===== src/rtl/mux_nx1_rr_stream.sv =====
// N-to-1 registered stream multiplexer with fixed-select or round-robin arbitration.
// Each input channel uses a valid/ready handshake. The selected word goes into a
// one-entry output register that honours out_ready backpressure.
// Optional build macro MUX_STATS_EN adds the xfer_cnt port, a saturating 16-bit
// count of accepted output words.
module mux_nx1_rr_stream #(
  parameter int unsigned WIDTH = 8,
  parameter int unsigned N     = 4,
  parameter int unsigned SELW  = $clog2(N)
) (
  input  logic               clk,
  input  logic               rst_n,
  input  logic [N*WIDTH-1:0] in_data,
  input  logic [N-1:0]       in_valid,
  output logic [N-1:0]       in_ready,
  input  logic               mode,
  input  logic [SELW-1:0]    sel,
  output logic [WIDTH-1:0]   out_data,
  output logic [SELW-1:0]    out_chan,
  output logic               out_valid,
`ifdef MUX_STATS_EN
  output logic [15:0]        xfer_cnt,
`endif
  input  logic               out_ready
);

  logic [WIDTH-1:0] r_data;
  logic [SELW-1:0]  r_chan;
  logic             r_valid;
  logic [SELW-1:0]  r_rr_ptr;

  logic             w_load;
  logic             w_gnt_any;
  logic [SELW-1:0]  w_gnt_idx;
  logic [N-1:0]     w_grant;
  logic             w_xfer;
  logic [WIDTH-1:0] w_gnt_data;

  // The register can take a new word when it is empty or being drained this cycle.
  assign w_load = !r_valid | out_ready;

  // Grant selection: direct select in fixed mode, rotating scan after rr_ptr otherwise.
  always_comb begin
    int unsigned idx;
    w_gnt_any = 1'b0;
    w_gnt_idx = '0;
    idx       = 0;
    if (!mode) begin
      // Out-of-range select (possible when N is not a power of two) grants nothing.
      if (32'(sel) < N && in_valid[sel]) begin
        w_gnt_any = 1'b1;
        w_gnt_idx = sel;
      end
    end else begin
      for (int unsigned k = 1; k <= N; k++) begin
        idx = (32'(r_rr_ptr) + k) % N;
        if (!w_gnt_any && in_valid[idx]) begin
          w_gnt_any = 1'b1;
          w_gnt_idx = SELW'(idx);
        end
      end
    end
  end

  assign w_grant    = w_gnt_any ? (N'(1) << w_gnt_idx) : '0;
  // Ready is held low during reset even though the empty register would otherwise load.
  assign in_ready   = w_grant & {N{w_load & rst_n}};
  assign w_xfer     = w_gnt_any & w_load;
  assign w_gnt_data = in_data[32'(w_gnt_idx)*WIDTH +: WIDTH];

  // Output register and round-robin pointer update.
  always_ff @(posedge clk or negedge rst_n) begin
    if (!rst_n) begin
      r_data   <= '0;
      r_chan   <= '0;
      r_valid  <= 1'b0;
      r_rr_ptr <= SELW'(N - 1);
    end else if (w_xfer) begin
      r_data  <= w_gnt_data;
      r_chan  <= w_gnt_idx;
      r_valid <= 1'b1;
      if (mode) begin
        r_rr_ptr <= w_gnt_idx;
      end
    end else if (out_ready) begin
      // Drained with nothing to refill; data and channel keep their last values.
      r_valid <= 1'b0;
    end
  end

  assign out_data  = r_data;
  assign out_chan  = r_chan;
  assign out_valid = r_valid;

`ifdef MUX_STATS_EN
  logic [15:0] r_xfer_cnt;

  // Count accepted output words, saturating at all-ones.
  always_ff @(posedge clk or negedge rst_n) begin
    if (!rst_n) begin
      r_xfer_cnt <= '0;
    end else if (r_valid && out_ready && r_xfer_cnt != 16'hFFFF) begin
      r_xfer_cnt <= r_xfer_cnt + 16'd1;
    end
  end

  assign xfer_cnt = r_xfer_cnt;
`endif

endmodule


===== config.mk =====
export PLATFORM = sky130hd
export DESIGN_NAME = mux_nx1_rr_stream
export DESIGN_NICKNAME = d
export VERILOG_FILES = /design/src/rtl/mux_nx1_rr_stream.sv
export SDC_FILE = /design/constraint.sdc
export NUM_CORES = 1
export LEC_CHECK = 0
export CORE_AREA = 2 2 56 58
export CTS_CLUSTER_SIZE = 10
export DETAILED_ROUTE_END_ITERATION = 10
export DIE_AREA = 0 0 58 60
export PLACE_DENSITY = 0.76
export SLEW_MARGIN = 20
export SYNTH_ARGS = -nofsm -noshare
export SYNTH_HDL_FRONTEND = slang
export SYNTH_SLANG_ARGS = --single-unit
export TNS_END_PERCENT = 50

===== constraint.sdc =====
create_clock -name clk -period 2.4 [get_ports clk]
set_input_delay 0.48 -clock clk [delete_from_list [all_inputs] [get_ports clk]]
set_output_delay 0.48 -clock clk [all_outputs]
set_load 0.05 [all_outputs]

==> impl_metrics.yaml, run 1 <==
timing:
  drv_slew: 0
  layout_min_cycle_time_ps: 2410
  fin_skew_ps: 0.899
  max_freq_mhz: 415
  worst_slack_ps: -9.94
  finalCritPeriodShare: 1.00
  setup_violations: 3
  rsz0062_at_grt: "yes"
  holdWs_ps: 489
  max_slew_margin: 0.661
  hold_violations: 0
  worst_pin_slew_ps: 507
cells_and_area:
  area_delta_synth_final_pct: 82.7
  n_antenna_cell: 0
  utilization: 0.666
  stdcell_area_mm2: 0.00193
  fillers: 238
  ff_latch_area_um2: 328
  multiInputGateArea_um2: 766
  drive_gt1_frac: 0.373
  nNetsFinal: 220
  final_cells: 210
floorplanning:
  core-area_mm2: 0.00290
  start_util: 0.365
  row_count: 20
  die_area_mm2: 0.00348
  fp.dieW_um: 58
  ios: 57
  die_h_um: 60
clock_tree:
  hold_buffers: 0
  cts.sinks: 13
  cts_root_buffer: "clkbuf_4"
  cts_tree: "built"
  htreeDepth: 1
  cts_made_buffers: 3
  clockBufferDepth: 2
  clkTransAtPathRegs_ps: 90
  clock_latency_ps: 290
drt:
  wl_per_cell_um: 16.2
  drtIter0Drc: 47
  vias_per_cell: 5.54
  route.vias.total: 1164
  drc: 0
  finalWirelength_um: 3400
  dr.pass1.iters: 4
  ant_nets: 0
critical_path:
  worstSetupPathType: "reg2out"
  worst_ep_arrival_time_ps: 1930
  critPathLaunchType: "flop"
  regToRegSetupSlack_ps: 20
  crit_required_ps: 1920
  endpoint_kind: "output pin"
  cp_max_fo: 5
synth:
  synth_cell_types: 35
  synth_ff_type: "dfrtp_1"
  yosysSeqAreaShare: 0.310
  syn_avg_cell_area_um2: 10.7
  ys_seq_elements: 13
  syn_nets: 141
  synth_edf_count: 0
  synth_cells: 99
  synth_warnings: 0
  synth_area_mm2: 0.00106
  ys_async_sr_fraction: 1.00
run:
  max_cap_violations: 0
place:
  placed_area_mm2: 0.00181
  dpl.hpwl_um: 2600
  io_buffers: 56
  gp_congestion: 0.791
  dp_cells: 203
worst_hold_path:
  hp-class: "reg2reg"
global_route:
  grt_max_degree: 14
  grt-ovfl-total: 0
  antenna_found_initial: 0
  grtUsageTotal: 0.204
  grt_pass1_wl_um: 5390
  grt_pass1_vias: 1203
outcome:
  violations: "negative setup slack"
  status: "finished, violations left"
power_and_ir_drop:
  p_leak_nw: 0.772
  p_per_area_mw_per_mm2: 635
  peakVddDrop_uv: 456
==> sequential cells by signal, summed over array words and instances, names as in the netlist <==
register   flops
out_valid      1
out_data       8
out_chan       2
r_rr_ptr       2
==> cell families after synthesis <==
| kind of cell | synth area share |
|---|---|
| AO/OA/AOI/OAI | 0.245 |
| buffers and inverters | 0.0520 |
| flip-flops | 0.310 |
| AND/OR/NAND/NOR | 0.196 |
| multiplexers | 0.197 |
==> routing by layer <==
| metal | share of wire | GRT usage |
|---|---|---|
| met5 | 0 | 0 |
| met3 | 0.069 | 0.0455 |
| met1 | 0.41 | 0.237 |
| met4 | 0.016 | 0.0797 |
| met2 | 0.51 | 0.365 |
==> layout make-up <==
type                            instances  share of cell area
Clock buffer                            3              0.0116
Timing Repair Buffer                   80               0.399
Tap cell                               33              0.0213
Clock inverter                          1             0.00259
Sequential cell                        13               0.169
Multi-Input combinational cell         80               0.396
==> synth_stat cells (2+ instances only) <==
| cell type | n | area (µm²) |
|---|---|---|
| a221oi_1 | 8 | 70.1 |
| a31oi_1 | 2 | 12.5 |
| buf_2 | 2 | 10.0 |
| buf_6 | 2 | 22.5 |
| dfrtp_1 | 11 | 275 |
| dfstp_2 | 2 | 52.6 |
| mux2_2 | 5 | 56.3 |
| mux2i_1 | 4 | 40.0 |
| mux4_2 | 5 | 113 |
| nand2_1 | 9 | 33.8 |
| nand2b_1 | 3 | 18.8 |
| nand3_1 | 2 | 10.0 |
| nor2_1 | 5 | 18.8 |
| nor2b_1 | 11 | 68.8 |
| o21ai_0 | 5 | 25.0 |
| o31ai_1 | 4 | 30.0 |
==> through the flow <==
step	worst slack (ps)	setup TNS, ps	total power [W]
3_3_place_gp	-326	-2890	0.00102
6_report	-9.94	-16.9	0.00123
3_5_place_dp	-371	-3450	0.00103
4_1_cts	-0.774	-0.774	0.00121
5_1_grt	-65.9	-423	0.00128
2_1_floorplan	-131	-151	0.000765
==> critical path, stage by stage, from the launching register on <==
cell and delay (ps):
dfstp_2 610, mux2i_2 260, o221a_4 240, o2bb2ai_4 140, nand3_4 120, nor2_4 120
buf_12 140
==> cell usage in the layout, fill, tap and decap left out, drive strengths merged <==
cell type,n
o21ai,5
clkinv,1
o211ai,1
nand2,9
clkbuf,5
or3b,1
nor2b,11
o2bb2ai,1
mux4,5
buf,28
o21bai,1
nor2,5
dfrtp,11
a21o,1
dlygate4sd2,5
a21oi,1
mux2i,4
and2b,1
a21boi,1
nor3b,1
mux2,5
o221a,1
a2111oi,1
or4,1
nand3,2
a2bb2oi,1
a31oi,2
clkdlybuf4s50,45
nand2b,4
o31ai,4
dfstp,2
a221oi,8
o21a,1
or2,1
o221ai,1
==> power breakdown <==
| part | total (W) | switching, W | internal, W |
|---|---|---|---|
| Clock | 0.000151 | 0.0000891 | 0.0000621 |
| Combinational | 0.000743 | 0.000400 | 0.000343 |
| Sequential | 0.000335 | 0.0000477 | 0.000287 |
==> path summary, 6_finish.rpt <==
path,startpoint,end,depth (start not counted)
max,r_rr_ptr[1]$_DFFE_PN1P_,in_ready[2],6
min,out_data[6]$_DFFE_PN0P_,out_data[6]$_DFFE_PN0P_,2
max reg2reg,r_rr_ptr[1]$_DFFE_PN1P_,out_data[4]$_DFFE_PN0P_,7
min reg2reg,out_data[6]$_DFFE_PN0P_,out_data[6]$_DFFE_PN0P_,2
max in group asynchronous,rst_n,r_rr_ptr[1]$_DFFE_PN1P_,2
min in group asynchronous,rst_n,out_data[1]$_DFFE_PN0P_,2
==> what timing repair did <==
item | 4_1_cts | 5_1_grt
pin swaps | 4 | 3
setup buffers | 2 | 1
endpoints found under the setup margin | 6 | 8
gates resized for setup | 25 | 6
gates cloned | 0 | 0
Note: power is estimated with default switching activity, not from simulation.
==> run 2: changes to the inputs <==
Settings changed: CTS_CLUSTER_SIZE 10 to default, RECOVER_POWER from default to 25.
==> impl_metrics.yaml, run 2 (synthesis results as in run 1) <==
global_route:
  grt_max_degree: 14
  grt-ovfl-total: 0
  grt_util_met3: 0.0455
  grt_busiest_layer: "met2"
  grtUsageTotal: 0.204
  grt_use_met2: 0.365
  met1_usage: 0.237
  antenna_found_initial: 0
  grt_pass1_wl_um: 5390
  grt_pass1_vias: 1203
clock_tree:
  cts.sinks: 13
  hold_buffers: 0
  clock_latency_ps: 290
  htreeDepth: 1
  clkTransAtPathRegs_ps: 90
  cts_root_buffer: "clkbuf_4"
  cts_made_buffers: 3
  clockBufferDepth: 2
  cts_tree: "built"
timing:
  worst_pin_slew_ps: 507
  worst_slack_ps: -9.61
  fin_skew_ps: 0.691
  layout_min_cycle_time_ps: 2410
  max_freq_mhz: 415
  holdWs_ps: 489
  setup_violations: 3
  hold_violations: 0
  max_slew_margin: 0.661
  drv_slew: 0
  finalCritPeriodShare: 1.00
  rsz0062_at_grt: "yes"
critical_path:
  critPathLaunchType: "flop"
  crit_required_ps: 1920
  endpoint_kind: "output pin"
  worstSetupPathType: "reg2out"
  worst_ep_arrival_time_ps: 1930
  cp_max_fo: 5
floorplanning:
  row_count: 20
  start_util: 0.365
  die_area_mm2: 0.00348
  die_h_um: 60
  ios: 57
  fp.dieW_um: 58
  core-area_mm2: 0.00290
cells_and_area:
  final_cells: 210
  nNetsFinal: 220
  stdcell_area_mm2: 0.00193
  area_delta_synth_final_pct: 82.0
  drive_gt1_frac: 0.362
  n_antenna_cell: 0
  final_common_cell: "clkdlybuf4s50_1"
  utilization: 0.664
  largest_register_ffs: 8
  layout_common_cells: "clkdlybuf4s50_1 (44), buf_4 (20), dfrtp_1 (11), nor2b_1 (10), nand2_1 (9)"
run:
  max_cap_violations: 0
drt:
  vias_per_cell: 5.54
  drtIter0Drc: 53
  dr.pass1.iters: 4
  route.vias.total: 1164
  drc: 0
  ant_nets: 0
  finalWirelength_um: 3400
  wl_per_cell_um: 16.2
place:
  gp_congestion: 0.791
  placed_area_mm2: 0.00181
  io_buffers: 56
  dpl.hpwl_um: 2600
  dp_cells: 203
power_and_ir_drop:
  p_leak_nw: 0.765
  p_per_area_mw_per_mm2: 637
  peakVddDrop_uv: 456
  total_power_w: 0.00123
outcome:
  status: "finished, violations left"
  violations: "negative setup slack"
worst_hold_path:
  hp-class: "reg2reg"
## run 2: worst paths after layout
check / startpoint / endpoint / slack (ps) / cells after the start
max: r_rr_ptr[1]$_DFFE_PN1P_ / in_ready[2] / -10 / 6
min: out_data[6]$_DFFE_PN0P_ / out_data[6]$_DFFE_PN0P_ / 490 / 2
max reg2reg: r_rr_ptr[1]$_DFFE_PN1P_ / out_data[5]$_DFFE_PN0P_ / 10 / 7
min reg2reg: out_data[6]$_DFFE_PN0P_ / out_data[6]$_DFFE_PN0P_ / 490 / 2
max in group asynchronous: rst_n / r_rr_ptr[1]$_DFFE_PN1P_ / 1250 / 2
min in group asynchronous: rst_n / out_data[1]$_DFFE_PN0P_ / 720 / 2
## run 2: per-stage QoR
| stage | setup TNS [ps] | setup slack [ps] |
|---|---|---|
| 2_1_floorplan | -151 | -131 |
| 3_3_place_gp | -2890 | -326 |
| 3_5_place_dp | -3450 | -371 |
| 4_1_cts | -0.774 | -0.774 |
| 5_1_grt | -420 | -65.9 |
| 6_report | -14.9 | -9.61 |
## run 2: layout make-up
class                           instances  area [µm²]
Fill cell                             240         976
Multi-Input combinational cell         80         766
Timing Repair Buffer                   80         764
Sequential cell                        13         328
Tap cell                               33        41.3
Clock buffer                            3        22.5
Clock inverter                          1        5.00
## run 2: worst max-delay path, cell delays in order (launching register included)
cell and delay, ps:
dfstp_2 610, mux2i_2 260, o221a_4 240, o2bb2ai_4 140, nand3_4 120, nor2_4 120, buf_12 140
## run 2: timing repair
action	in CTS	in global routing
resized for setup	25	6
endpoints found under the setup margin	6	8
buffers inserted	2	1
pin swaps	4	3
## run 2: power by group
group | switching [W] | internal [W]
combinational | 0.000400 | 0.000341
clock | 0.0000892 | 0.0000621
sequential | 0.0000480 | 0.000287
total | 0.000537 | 0.000690
## run 2: routing by layer
layer / vias up / wire (µm) / share of wire
li1: 545 / - / -
met1: 564 / 1390 / 0.41
met2: 47 / 1710 / 0.50
met3: 8 / 235 / 0.069
met4: 0 / 56 / 0.016
met5: - / 0 / 0
==> run 3: changes to the inputs <==
Settings changed: GPL_TIMING_DRIVEN from default to 0, MAX_ROUTING_LAYER from default to met4.
==> impl_metrics.yaml, run 3 (synthesis results as in run 1) <==
outcome:
  status: "finished, violations left"
  violations: "negative setup slack"
drt:
  wl_met1_um: 1300
  finalWirelength_um: 3260
  top_layer: "met4"
  wl_met2_um: 1710
  vias_per_cell: 5.61
  drtIter0Drc: 29
  drc: 0
  wl_per_cell_um: 16.7
  dr.pass1.iters: 5
  route.vias.total: 1094
  ant_nets: 0
  dr_wl_met3_um: 215
timing:
  worst_pin_slew_ps: 713
  drv_slew: 0
  max_slew_margin: 0.525
  fin_tns_setup_ps: -75.4
  worst_slack_ps: -44.2
  fin_skew_ps: 0.948
  layout_min_cycle_time_ps: 2440
  finalCritPeriodShare: 1.02
  rsz0062_at_grt: "yes"
  setup_violations: 2
  holdWs_ps: 349
  hold_violations: 0
  max_freq_mhz: 409
critical_path:
  cp_max_fo: 6
  regToRegSetupSlack_ps: 50
  cpPeakStageDelay_ps: 610
  crit_end: "in_ready[2]"
  worstSetupPathType: "reg2out"
  crit_required_ps: 1920
  worst_ep_arrival_time_ps: 1960
  cp_slowest_cell: "dfstp_2"
  crit_start: "r_rr_ptr[1]$_DFFE_PN1P_"
  r2r_start: "r_rr_ptr[1]$_DFFE_PN1P_"
  worstPathCellList: "mux2i_1, o221a_4, o2bb2ai_4, nand3_2, nor2_2, buf_6"
  ff2ff_path_depth: 6
  r2r_end: "out_data[7]$_DFFE_PN0P_"
  endpoint_kind: "output pin"
  critPathLaunchType: "flop"
clock_tree:
  clkTransAtPathRegs_ps: 90
  clock_latency_ps: 280
  cts_tree: "built"
  hold_buffers: 0
  cts_made_buffers: 3
  clockBufferDepth: 2
  htreeDepth: 1
  cts_root_buffer: "clkbuf_4"
  cts.sinks: 13
global_route:
  grt-ovfl-total: 0
  grt_max_degree: 16
  grt_pass1_wl_um: 5000
  grtUsageTotal: 0.195
  antenna_found_initial: 0
  grt_pass1_vias: 1097
cells_and_area:
  layout_common_cells: "clkdlybuf4s50_1 (44), nor2b_1 (11), dfrtp_1 (11), nand2_1 (9), a221oi_1 (8)"
  fillers: 253
  stdcell_area_mm2: 0.00176
  final_cells: 195
  nNetsFinal: 205
  largest_register_ffs: 8
  ff_latch_area_um2: 328
  final_common_cell: "clkdlybuf4s50_1"
  multiInputGateArea_um2: 743
  n_antenna_cell: 0
  drive_gt1_frac: 0.315
  utilization: 0.607
  area_delta_synth_final_pct: 66.4
power_and_ir_drop:
  p_per_area_mw_per_mm2: 665
  peakVddDrop_uv: 434
  p_leak_nw: 0.677
place:
  placed_area_mm2: 0.00164
  gp_congestion: 0.805
  dpl.hpwl_um: 2360
  dp_cells: 185
  io_buffers: 53
floorplanning:
  die_area_mm2: 0.00348
  die_h_um: 60
  fp.dieW_um: 58
  start_util: 0.365
  ios: 57
  row_count: 20
  core-area_mm2: 0.00290
worst_hold_path:
  hp-class: "in2async"
run:
  max_cap_violations: 0
run 3: cell count changes in the layout (fill, tap and decap cells not counted), sizes merged:
cell	delta
clkdlybuf4s15	+2
dlygate4sd3	-1
buf	-10
clkbuf	-2
dlygate4sd2	-3
clkinv	-1
run 3: repair_timing:
item	CTS	global route
gates cloned	0	0
setup endpoints to repair	12	4
pin swaps	6	6
gates resized for setup	46	4
buffers inserted	5	2
run 3: how the worst min path moves through the flow:
stage / to / depth (start not counted)
final: out_chan[0]$_DFFE_PN0P_ / 1
after global routing: out_data[3]$_DFFE_PN0P_ / 1
after CTS: out_chan[0]$_DFFE_PN0P_ / 1
after detailed placement: out_data[3]$_DFFE_PN0P_ / 2
after global placement: out_chan[0]$_DFFE_PN0P_ / 2
after floorplan: out_chan[0]$_DFFE_PN0P_ / 0
run 3: routing by layer:
metal | GRT usage | vias up
met4 | 0.0764 | 0
met2 | 0.360 | 54
met5 | - | -
met1 | 0.207 | 524
li1 | - | 510
met3 | 0.0303 | 6
run 3: area by class of cell:
class | instances | share of cell area
repair buffers | 60 | 0.329
multi-input cells | 80 | 0.422
clock buffers | 4 | 0.0149
well taps | 33 | 0.0234
plain buffers | 5 | 0.0249
flip-flops and latches | 13 | 0.186
run 3: power by group:
group / total, W / internal [W] / leakage [nW] / switching [W]
combinational: 0.000693 / 0.000305 / 0.511 / 0.000388
clock: 0.000145 / 0.0000646 / 0.0150 / 0.0000804
sequential: 0.000334 / 0.000287 / 0.151 / 0.0000467
total: 0.00117 / 0.000657 / 0.677 / 0.000515
run 3: stage by stage:
| step | setup WS, ps | total power (W) |
|---|---|---|
| final | -44.2 | 0.00117 |
| after global routing | -112 | 0.00124 |
| after CTS | -40.1 | 0.00117 |
| after detailed placement | -1160 | 0.00100 |
| after global placement | -1110 | 0.000984 |
| after floorplan | -131 | 0.000765 |
run 3: worst max-delay path: cells and delay by family (launching register included):
family,cells,cell delay [ps]
multiplexers,1,240
buffers and inverters,1,170
AO/OA/AOI/OAI,2,390
AND/OR/NAND/NOR,2,270
flip-flops,1,610
